### src/rtl/sfx_pkg.sv
// Shared definitions for the buzzer sound-effect arbiter: source indices,
// note-period table and FSM state encoding.
package sfx_pkg;

   localparam int SFX_UP    = 0;
   localparam int SFX_DOWN  = 1;
   localparam int SFX_HIT   = 2;
   localparam int SFX_OVER  = 3;

   localparam int SFX_NUM   = 4;
   localparam int SFX_NOTES = 4;
   localparam int SFX_PW    = 20;

   typedef logic [SFX_PW-1:0] sfx_period_t;

   // Row = source, column = note; a zero entry is a rest.
   localparam sfx_period_t SFX_TABLE [SFX_NUM][SFX_NOTES] = '{
      '{20'd190835, 20'd151745, 20'd127551, 20'd95420 },
      '{20'd255102, 20'd303030, 20'd381679, 20'd454545},
      '{20'd113636, 20'd0,      20'd113636, 20'd0     },
      '{20'd255102, 20'd303030, 20'd381679, 20'd0     }
   };

   typedef enum logic [1:0] {
      ST_IDLE = 2'd0,
      ST_LOAD = 2'd1,
      ST_PLAY = 2'd2
   } sfx_state_t;

   function automatic logic [1:0] sfx_top_bit(input logic [3:0] v);
      logic [1:0] r;
      r = 2'd0;
      for (int i = 0; i < 4; i++) begin
         if (v[i]) r = 2'(i);
      end
      return r;
   endfunction

   // Bits strictly above cur; empty for cur = 3 because the shift drops out.
   function automatic logic [3:0] sfx_above_mask(input logic [1:0] cur);
      return ~((4'b0010 << cur) - 4'd1);
   endfunction

endpackage

### src/rtl/sfx_tone_gen.sv
// Square-wave tone generator: beep is high for the first period/2 cycles of
// every period, restarting whenever the period value changes.
module sfx_tone_gen
   import sfx_pkg::*;
#(
   parameter int PW = 20
) (
   input  logic          clk,
   input  logic          rst,
   input  logic [PW-1:0] i_period,
   output logic          o_beep
);

   logic [PW-1:0] r_tcnt;
   logic [PW-1:0] r_prev;
   logic          r_beep;
   logic [PW-1:0] w_cnt;
   logic          w_restart;

   assign w_restart = (i_period == '0) || (i_period != r_prev);

   always_comb begin
      w_cnt = r_tcnt;
      if (w_restart) w_cnt = '0;
   end

   always_ff @(posedge clk or posedge rst) begin
      if (rst) begin
         r_tcnt <= '0;
         r_prev <= '0;
         r_beep <= 1'b0;
      end else begin
         r_prev <= i_period;
         r_beep <= (i_period != '0) && (w_cnt < (i_period >> 1));
         if ((i_period == '0) || (w_cnt == i_period - PW'(1)))
            r_tcnt <= '0;
         else
            r_tcnt <= w_cnt + PW'(1);
      end
   end

   // Gating with the live period silences the pin on the same edge a
   // flush or preemption zeroes the period, instead of one cycle later.
   assign o_beep = r_beep & (i_period != '0);

endmodule

### src/rtl/sfx_arbiter.sv
// Sound-effect arbiter: latches request edges, grants by fixed priority with
// preemption, and steps the granted effect through its four notes.
//   state | meaning
//   IDLE  | no effect playing; grants the highest pending source
//   LOAD  | one-cycle gap loading the next note period
//   PLAY  | note timer running down to terminal count
module sfx_arbiter
   import sfx_pkg::*;
#(
   parameter int NOTE_CYCLES = 2_500_000,
   parameter int PW          = 20
) (
   input  logic          clk,
   input  logic          rst,
   input  logic          i_enable,
   input  logic [3:0]    i_req,
   output logic [3:0]    o_grant,
   output logic          o_busy,
   output logic [PW-1:0] o_period,
   output logic          o_beep
);

   localparam int CW = (NOTE_CYCLES > 1) ? $clog2(NOTE_CYCLES) : 1;

   sfx_state_t    r_state;
   logic [3:0]    r_req_q;
   logic [3:0]    r_pending;
   logic [3:0]    r_grant;
   logic [1:0]    r_cur;
   logic [1:0]    r_idx;
   logic [CW-1:0] r_note_cnt;
   logic [PW-1:0] r_period;
   logic          r_busy;

   logic [3:0]    w_rise;
   logic [1:0]    w_top;
   logic          w_preempt;

   assign w_rise    = i_req & ~r_req_q;
   assign w_top     = sfx_top_bit(r_pending);
   assign w_preempt = |(r_pending & sfx_above_mask(r_cur));

   always_ff @(posedge clk or posedge rst) begin
      if (rst) r_req_q <= '0;
      else     r_req_q <= i_req;
   end

   always_ff @(posedge clk or posedge rst) begin
      if (rst) begin
         r_state    <= ST_IDLE;
         r_pending  <= '0;
         r_grant    <= '0;
         r_cur      <= '0;
         r_idx      <= '0;
         r_note_cnt <= '0;
         r_period   <= '0;
         r_busy     <= 1'b0;
      end else begin
         r_grant <= '0;
         if (!i_enable) begin
            r_pending <= '0;
            r_state   <= ST_IDLE;
            r_period  <= '0;
            r_busy    <= 1'b0;
         end else begin
            r_pending <= r_pending | w_rise;
            case (r_state)
               ST_IDLE: begin
                  if (r_pending != '0) begin
                     r_grant   <= 4'b0001 << w_top;
                     r_pending <= (r_pending & ~(4'b0001 << w_top)) | w_rise;
                     r_cur     <= w_top;
                     r_idx     <= '0;
                     r_state   <= ST_LOAD;
                     r_busy    <= 1'b1;
                  end
               end
               ST_LOAD, ST_PLAY: begin
                  // The preempted source is dropped; its pending bit was already consumed.
                  if (w_preempt) begin
                     r_state  <= ST_IDLE;
                     r_period <= '0;
                     r_busy   <= 1'b0;
                  end else if (r_state == ST_LOAD) begin
                     r_period   <= PW'(SFX_TABLE[r_cur][r_idx]);
                     r_note_cnt <= CW'(NOTE_CYCLES - 1);
                     r_state    <= ST_PLAY;
                  end else if (r_note_cnt == '0) begin
                     if (r_idx == 2'd3) begin
                        r_state  <= ST_IDLE;
                        r_period <= '0;
                        r_busy   <= 1'b0;
                     end else begin
                        r_idx   <= r_idx + 2'd1;
                        r_state <= ST_LOAD;
                     end
                  end else begin
                     r_note_cnt <= r_note_cnt - CW'(1);
                  end
               end
               default: begin
                  r_state  <= ST_IDLE;
                  r_period <= '0;
                  r_busy   <= 1'b0;
               end
            endcase
         end
      end
   end

   sfx_tone_gen #(.PW(PW)) u_tone (
      .clk      (clk),
      .rst      (rst),
      .i_period (r_period),
      .o_beep   (o_beep)
   );

   assign o_grant  = r_grant;
   assign o_busy   = r_busy;
   assign o_period = r_period;

endmodule
### config.mk
export PLATFORM = sky130hd
export DESIGN_NAME = sfx_arbiter
export DESIGN_NICKNAME = d
export VERILOG_FILES = /design/src/rtl/sfx_pkg.sv /design/src/rtl/sfx_tone_gen.sv /design/src/rtl/sfx_arbiter.sv
export SDC_FILE = /design/constraint.sdc
export NUM_CORES = 1
export LEC_CHECK = 0
export CELL_PAD_IN_SITES_DETAIL_PLACEMENT = 0
export CELL_PAD_IN_SITES_GLOBAL_PLACEMENT = 2
export CORE_UTILIZATION = 38
export CTS_CLUSTER_DIAMETER = 150
export DETAILED_ROUTE_END_ITERATION = 10
export PLACE_DENSITY = 0.89
export SLEW_MARGIN = 20
export SYNTH_ARGS = -nofsm -noshare
export SYNTH_HDL_FRONTEND = slang
export SYNTH_SLANG_ARGS = --single-unit
### constraint.sdc
create_clock -name clk -period 4.3 [get_ports clk]
set_input_delay 0.43 -clock clk [delete_from_list [all_inputs] [get_ports clk]]
set_output_delay 0.43 -clock clk [all_outputs]
set_load 0.005 [all_outputs]
After elaboration in Yosys (flattened, before gate mapping) --
Index checks and enable logic that the tools add are counted.
Storage, ports and cells: logic and storage cells 114, bits in registers 102, bits of input ports 7
Operators by class: reductions and logical operators 17, bitwise gates (word level) 12, shifts and indexed selects 2, equality and inequality tests 18, mux-type cells 45, $lt $le $gt $ge 3, add/subtract/negate cells 5
Operators with widths (count):
- $mux W20 | 9
- $bmux W80 S2 | 1
- $mux W80 | 2
- $mux W22 | 2
- $bmux W20 S2 | 1
- $pmux W20 S2 | 1
- $mux W2 | 12
- $mux W4 | 6
- $logic_not A22 Y1 | 1
- $sub A22 B1 Y22 const B | 1
- $add A20 B1 Y20 const B | 1
- $eq A20 B20 Y1 | 1
- $logic_not A20 Y1 | 1
- $lt A20 B19 Y1 | 1
- $ne A20 B20 Y1 | 1
- $reduce_bool A20 Y1 | 1
- $sub A20 B1 Y20 const B | 1
- $ne A2 B2 Y1 const B | 7
- $and A4 B4 Y4 | 3
- $ne A4 B4 Y1 const B | 3
- $not A4 Y4 | 3
- $ne A5 B5 Y1 const B | 2
- $mux W1 | 8
- $or A4 B4 Y4 | 2
- 24 further kinds | 31

Longest topological paths before layout --
Gate-level depths: netlist of the first run.
depth in word-level cells 11, gate-level depth with buffers 17

Cells and area by module --
From an unflattened synthesis of the first run, not the netlist that was laid out.
Second synthesis, totals: cells, all modules 760, area total of the unflattened synthesis 6700.2 um^2
Modules (own cells, without submodules):
- sfx_arbiter | area an instance 3412.0 um^2, cells each 382, times used 1
- sfx_tone_gen | area an instance 3288.2 um^2, cells each 378, times used 1

Worst setup path before layout of the first run --
No wires, ideal clock.
path kind flip-flop to flip-flop, start reg r_period[0] (netlist: o_period[0]), end reg u_tone.r_beep, arrival time 3.475 ns, setup time 0.082 ns, cell stages (with the launch flop) 18, path slack 0.743 ns, required time 4.218 ns, path through dfrtp_1 clkbuf_1 inv_1 ha_1 nor3b_2 nand2_1 o311a_1 nand2_1 clkbuf_1 nor2_1 ha_1 a21o_1 a21o_1 a21oi_1 nor2b_1 o21ai_0 nand4_1 a31oi_1
On the way: cells in the longest elaborated chain, start to end 5
Ends and longest elaborated chain:
- start: declaration | RTL line sfx_arbiter.sv:32 | logic [PW-1:0] r_period;
- start signal: assignment | RTL line sfx_arbiter.sv:85 | r_period <= PW'(SFX_TABLE[r_cur][r_idx]);
- $ne A20 B20 Y1 / $logic_not A20 Y1 (equally long branches) | RTL line sfx_tone_gen.sv:20 | assign w_restart = (i_period == '0) || (i_period != r_prev);
- $logic_or A1 B1 Y1 | RTL line sfx_tone_gen.sv:20
- $mux W20 | RTL line sfx_tone_gen.sv:24 | if (w_restart) w_cnt = '0;
- $lt A20 B19 Y1 | RTL line sfx_tone_gen.sv:34 | r_beep <= (i_period != '0) && (w_cnt < (i_period >> 1));
- $logic_and A1 B1 Y1 * | RTL line sfx_tone_gen.sv:34
- end signal: assignment | RTL line sfx_tone_gen.sv:34
- end: declaration | RTL line sfx_tone_gen.sv:16 | logic r_beep;
Mark *: on every way between the ends. The rest lies on a longest branch, timed or not. A chain may end at the register's enable or synchronous reset.

Worst setup path after layout of the first run --
Same ends and word-level chain as after synthesis.

==> flow_summary.yaml, run 1 <==
status:
  status: "finished, final reports clean"
critical_path:
  crit_slowest_cell: "dfrtp_1"
  rr_startpoint: "o_period[0]$_DFFE_PP0P_"
  rr_worst_depth: 16
  required_ns: 4.57
  reg2reg_to: "u_tone.r_beep$_DFF_PP0_"
  critPathCaptureType: "flop"
  crit_type: "flop to flop"
  r2r_slack_ns: 0.62
  path_cells: "inv_1, ha_1, nor3b_2, buf_4, nand2_1, o311a_1, nand2_1, nor2_1, ha_1, a21o_1, a21o_1, a21oi_1, nor2b_1, o21ai_0, nand4_1, a31oi_1"
  crit_family: "compound AO/OA/AOI/OAI gates"
  critical_path_buf_inv_count: 2
  critPathLaunchType: "flop"
  cp_max_fo: 10
  cp_slowest_stage_delay_ns: 0.53
  crit_arrival_ns: 3.95
synth:
  synth-edff-count: 0
  synth_cell_types: 68
  netlist.area_leader.share_pct: 40.4
  yosys_warnings: 0
  synth.area.top_cells: "dfrtp_1 (40%), ha_1 (5.6%), xnor2_1 (5.1%)"
  syn-cell-area_sq_mm: 0.00606
  synthArstFlopShare_pct: 100
  yosysTopAreaCell: "dfrtp_1"
  syn_inst: 672
  syn_nets: 706
  ys_ff_latch: 98
  syn_area_per_cell_sq_um: 9.02
  synthFlopType: "dfrtp_1"
  ys_seq_area_share_pct: 40.4
clock_tree:
  cts.sinks: 98
  cts_max_level: 3
  clkLatencyLatePin_ns: 0.35
  numCtsBuffers: 9
  cts_tree: "done"
  holdBufCountCts: 0
  clk_pin_slew_ns: 0.07
  postCtsSetupRepairBufs: 0
  cts_resized: 0
  cts.path.max_buffers: 2
  root_buffer: "clkbuf_16"
floorplan:
  rows: 45
  die_h_um: 128
  die_area_sq_mm: 0.0165
  start_util_pct: 39.5
  ios: 33
  core-area_sq_mm: 0.0154
  die_w_um: 128
sta:
  setup_viol: 0
  hold_viol_final: 0
  slew_headroom_pct: 46.5
  rsz0062_at_grt: "no"
  fmax_mhz: 271
  post-route-min-period_ns: 3.68
  drv_slew: 0
  setup_slack_ns: 0.616
  worst_pin_slew_ns: 0.792
  finClkSkew_ns: 0.00593
  final.period_utilization_pct: 85.7
  fin_setup_tns_ns: 0
pwr:
  p_clk_share_pct: 21.2
  switching_share_pct: 43.6
  power_switching_w: 0.00179
  seqPwrFrac_pct: 30.6
  power_w: 0.00412
  p_int_w: 0.00232
  p_leak_nw: 3.15
  power_density_mw_per_mm2: 592
  pwr-share-comb_pct: 48.2
  peakVddDrop_mv: 0.351
routing:
  met1_length_mm: 7.51
  drc: 0
  viasPerCell: 5.57
  wl_met2_mm: 7.34
  wl_mm: 16.1
  ant_nets: 0
  vias: 5096
  drt_first_pass_iters: 5
  topRoutingLayerUsed: "met4"
  avgRoutedWirePerCell_um: 17.6
  first_iter_violations: 415
  wl_met3_um: 808
global_routing:
  antenna_found_initial: 0
  grt_first_pass_wirelength_mm: 26.3
  grt_pass1_vias: 4805
  grt_start_max_net_pins: 41
  grt-ovfl-total: 0
  track_usage_pct: 20.9
cells_and_area:
  finalNonFillerCells: 915
  drive_gt1_share_pct: 6.82
  layout_common_cells: "dfrtp_1 (98), nor2_1 (62), nand2_1 (57)"
  layout_commonest_cell: "dfrtp_1"
  area_growth_pct: 14.7
  diodes: 0
  design_area_sq_mm: 0.00696
  final_net_count: 733
placement:
  place_ws_ns: 0.663
  gp_congestion: 0.974
  placed_area_sq_mm: 0.00664
  io_buffers: 31
  dp_cells: 899
  dp_hpwl_mm: 11.9
hold_path:
  min_path_type: "input pin to asynchronous set/reset pin"
run:
  max_cap_violations: 0
==> worst register-to-register path, cell delays in order (launching register included) <==
cell and delay [ns]:
dfrtp_1 0.53, inv_1 0.18, ha_1 0.20, nor3b_2 0.18
buf_4 0.18, nand2_1 0.20, o311a_1 0.42, nand2_1 0.32
nor2_1 0.08, ha_1 0.31, a21o_1 0.19, a21o_1 0.17
a21oi_1 0.16, nor2b_1 0.06, o21ai_0 0.15, nand4_1 0.10
a31oi_1 0.17
==> cell usage after synthesis (all sizes together), types with 6 or more instances <==
cell,instances
a21o,15
o21ai,38
and3,25
nand2b,6
ha,27
xor2,32
or3,9
inv,35
o31ai,13
nand4,18
or4,7
clkbuf,25
buf,9
nand2,57
and2,7
nand3,12
nor4,21
a21oi,25
dfrtp,98
nor2b,8
nor3,24
xnor2,35
nor2,63
==> power groups by stage <==
stage	registers, W	logic (W)	clock network, W
floorplan	0.00119	0.00145	0
global placement	0.00127	0.00194	0
global route	0.00128	0.00219	0.000933
detailed placement	0.00127	0.00196	0
CTS	0.00126	0.00196	0.000899
finish	0.00126	0.00198	0.000872
==> cell families (layout without fill, tap and decap cells) <==
kind of cell,after synthesis,after routing,synth area share [%]
AND/OR/NAND/NOR,272,272,24.1
XOR/XNOR,68,68,10.0
adder cells (fa/ha/maj),27,27,5.57
other,1,1,0.0618
buffers and inverters,70,102,4.79
flip-flops,98,98,40.4
AO/OA/AOI/OAI,132,132,14.4
multiplexers,4,4,0.681
==> stage by stage <==
stage	utilization, %	hold slack (ns)
after floorplan	-	0.394
after global placement	43.2	0.482
after detailed placement	43.2	0.506
after CTS	45.3	0.487
after global routing	45.3	0.503
final	45.3	0.472
==> state kept, by name, summed over array words and instances (netlist names) <==
register,cells
o_grant,4
r_note_cnt,22
r_req_q,4
u_tone.r_tcnt,20
r_cur,2
o_busy,1
r_state,2
o_period,18
r_idx,2
u_tone.r_beep,1
r_pending,4
u_tone.r_prev,18
==> worst max-delay path by stage <==
stage                            start                       to  slack, ns  cells after the start
6_report       o_period[0]$_DFFE_PP0P_  u_tone.r_beep$_DFF_PP0_       0.62                     16
5_1_grt        o_period[0]$_DFFE_PP0P_  u_tone.r_beep$_DFF_PP0_       0.35                     16
4_1_cts        o_period[0]$_DFFE_PP0P_  u_tone.r_beep$_DFF_PP0_       0.64                     15
3_5_place_dp   o_period[0]$_DFFE_PP0P_  u_tone.r_beep$_DFF_PP0_       0.66                     15
3_3_place_gp   o_period[0]$_DFFE_PP0P_  u_tone.r_beep$_DFF_PP0_       0.81                     15
2_1_floorplan  o_period[0]$_DFFE_PP0P_  u_tone.r_beep$_DFF_PP0_       0.74                     17
==> layout make-up <==
cell class                      count  area, sq um
Clock buffer                       11          233
Fill cell                        1470         8420
Clock inverter                      5         87.6
Tap cell                          211          264
Sequential cell                    98         2450
Inverter                           36          138
Multi-Input combinational cell    504         3330
Timing Repair Buffer               50          453
==> routing by layer <==
| metal | up-vias | global-route usage [%] |
|---|---|---|
| met5 | - | 0 |
| met4 | 0 | 8.03 |
| met3 | 21 | 4.07 |
| met2 | 145 | 32.3 |
| met1 | 2473 | 28.9 |
| li1 | 2457 | - |
Power figures use the tool's default switching activity.
==> run 2, diff against run 1 <==
--- a/config.mk
+++ b/config.mk
@@ -5,12 +5,13 @@
 export SDC_FILE = /design/constraint.sdc
 export NUM_CORES = 1
 export LEC_CHECK = 0
-export CELL_PAD_IN_SITES_DETAIL_PLACEMENT = 0
-export CELL_PAD_IN_SITES_GLOBAL_PLACEMENT = 2
-export CORE_UTILIZATION = 38
+export CELL_PAD_IN_SITES_DETAIL_PLACEMENT = 1
+export CELL_PAD_IN_SITES_GLOBAL_PLACEMENT = 1
+export CORE_UTILIZATION = 47
 export CTS_CLUSTER_DIAMETER = 150
 export DETAILED_ROUTE_END_ITERATION = 10
-export PLACE_DENSITY = 0.89
+export GPL_ROUTABILITY_DRIVEN = 0
+export PLACE_DENSITY = 0.9
 export SLEW_MARGIN = 20
 export SYNTH_ARGS = -nofsm -noshare
 export SYNTH_HDL_FRONTEND = slang
==> flow_summary.yaml, run 2 (synthesis results as in run 1) <==
status:
  status: "finished, final reports clean"
floorplan:
  core-area_sq_mm: 0.0126
  die_w_um: 116
  ios: 33
  die_area_sq_mm: 0.0134
  rows: 41
  start_util_pct: 48.1
  die_h_um: 116
clock_tree:
  cts_resized: 0
  cts_max_level: 3
  cts.sinks: 98
  cts.path.max_buffers: 2
  cts_tree: "done"
  clkLatencyLatePin_ns: 0.36
  postCtsSetupRepairBufs: 0
  root_buffer: "clkbuf_16"
  clk_pin_slew_ns: 0.07
  numCtsBuffers: 9
  holdBufCountCts: 0
global_routing:
  grt-ovfl-total: 0
  track_usage_pct: 29.3
  antenna_found_initial: 0
  grt_start_max_net_pins: 74
  grt_pass1_vias: 5847
  grt_first_pass_wirelength_mm: 29.8
pwr:
  switching_share_pct: 45.8
  power_switching_w: 0.00187
  p_clk_share_pct: 20.4
  power_density_mw_per_mm2: 601
  p_int_w: 0.00221
  p_leak_nw: 3.08
  pwr-share-comb_pct: 48.2
  peakVddDrop_mv: 0.348
  seqPwrFrac_pct: 31.4
critical_path:
  crit_type: "flop to flop"
  critPathLaunchType: "flop"
  crit_end: "u_tone.r_beep$_DFF_PP0_"
  required_ns: 4.58
  critPathCaptureType: "flop"
  cp_max_fo: 15
  rr_worst_depth: 14
  crit_arrival_ns: 4.25
  critPathLaunch: "o_period[0]$_DFFE_PP0P_"
  reg2reg_to: "u_tone.r_beep$_DFF_PP0_"
  rr_startpoint: "o_period[0]$_DFFE_PP0P_"
  r2r_slack_ns: 0.33
cells_and_area:
  drive_gt1_share_pct: 5.35
  design_area_sq_mm: 0.00680
  multi_input_area_sq_mm: 0.00333
  num-fill-cells: 1485
  final_net_count: 721
  largest_register: "r_note_cnt"
  layout_commonest_cell: "dfrtp_1"
  largest_reg_flops: 22
  regArea_sq_mm: 0.00245
  layout_common_cells: "dfrtp_1 (98), nor2_1 (62), nand2_1 (57)"
  area_growth_pct: 12.1
  diodes: 0
  reg.largest.list: "r_note_cnt x22, u_tone.r_tcnt x20"
sta:
  slew_headroom_pct: 36.4
  rsz0062_at_grt: "no"
  final.period_utilization_pct: 92.3
  hold_viol_final: 0
  fin_setup_tns_ns: 0
  setup_viol: 0
  drv_slew: 0
  finClkSkew_ns: 0.0103
  post-route-min-period_ns: 3.97
  worst_pin_slew_ns: 0.955
  fmax_mhz: 252
hold_path:
  min_path_type: "flop to flop"
routing:
  vias: 5267
  ant_nets: 0
  viasPerCell: 6.10
  drc: 0
  avgRoutedWirePerCell_um: 20.9
  drt_first_pass_iters: 5
  wl_mm: 18.1
  first_iter_violations: 281
run:
  max_cap_violations: 0
placement:
  placed_area_sq_mm: 0.00650
  dp_hpwl_mm: 12.7
  io_buffers: 31
## run 2: through the flow
step	setup WS, ns	power [W]	std cells	hold WS, ns	util [%]
after floorplan	0.743	0.00265	672	0.394	-
after CTS	0.433	0.00406	863	0.500	53.9
final	0.331	0.00409	863	0.495	53.9
after global placement	0.743	0.00305	848	0.477	51.5
after global routing	0.112	0.00433	863	0.526	53.9
after detailed placement	0.461	0.00319	848	0.492	51.5
## run 2: power groups by stage
stage                     logic, W  clock network, W  registers [W]
final                      0.00197          0.000833        0.00128
after detailed placement   0.00189                 0        0.00129
after global routing       0.00215          0.000879        0.00130
after floorplan            0.00145                 0        0.00119
after CTS                  0.00194          0.000844        0.00128
after global placement     0.00178                 0        0.00127
## run 2: worst min-delay path by stage
stage | startpoint | to | depth (start not counted)
2_1_floorplan | o_period[0]$_DFFE_PP0P_ | u_tone.r_prev[0]$_DFF_PP0_ | 0
3_5_place_dp | r_note_cnt[0]$_DFFE_PP0P_ | r_note_cnt[0]$_DFFE_PP0P_ | 1
4_1_cts | r_note_cnt[0]$_DFFE_PP0P_ | r_note_cnt[0]$_DFFE_PP0P_ | 1
6_report | r_note_cnt[20]$_DFFE_PP0P_ | r_note_cnt[20]$_DFFE_PP0P_ | 1
3_3_place_gp | r_note_cnt[20]$_DFFE_PP0P_ | r_note_cnt[20]$_DFFE_PP0P_ | 1
5_1_grt | r_note_cnt[20]$_DFFE_PP0P_ | r_note_cnt[20]$_DFFE_PP0P_ | 1
## run 2: worst max-delay path, stage by stage (launching register included)
cell and delay [ns]:
dfrtp_1 0.49, inv_1 0.13, ha_1 0.21, nor3b_2 0.49, nand2_1 0.34, o311a_1 0.56
and3_1 0.36, ha_1 0.22, a21o_1 0.17, a21o_1 0.18, a21oi_1 0.20, o21ai_0 0.16
nand4_1 0.14, nand4_1 0.09, a31oi_1 0.16
## run 2: metal layers
layer	global-route usage (%)	vias to the layer above	wire length, um
met1	33.1	2618	7460
met4	15.1	0	642
met2	51.2	172	9030
met3	7.37	62	932
li1	-	2415	-
met5	0	-	0
## run 2: layout make-up
| class | count | area share (%) |
|---|---|---|
| Tap cell | 172 | 3.17 |
| Inverter | 36 | 2.02 |
| Multi-Input combinational cell | 504 | 49.0 |
| Clock inverter | 5 | 0.920 |
| Sequential cell | 98 | 36.1 |
| Timing Repair Buffer | 38 | 5.34 |
| Clock buffer | 10 | 3.52 |
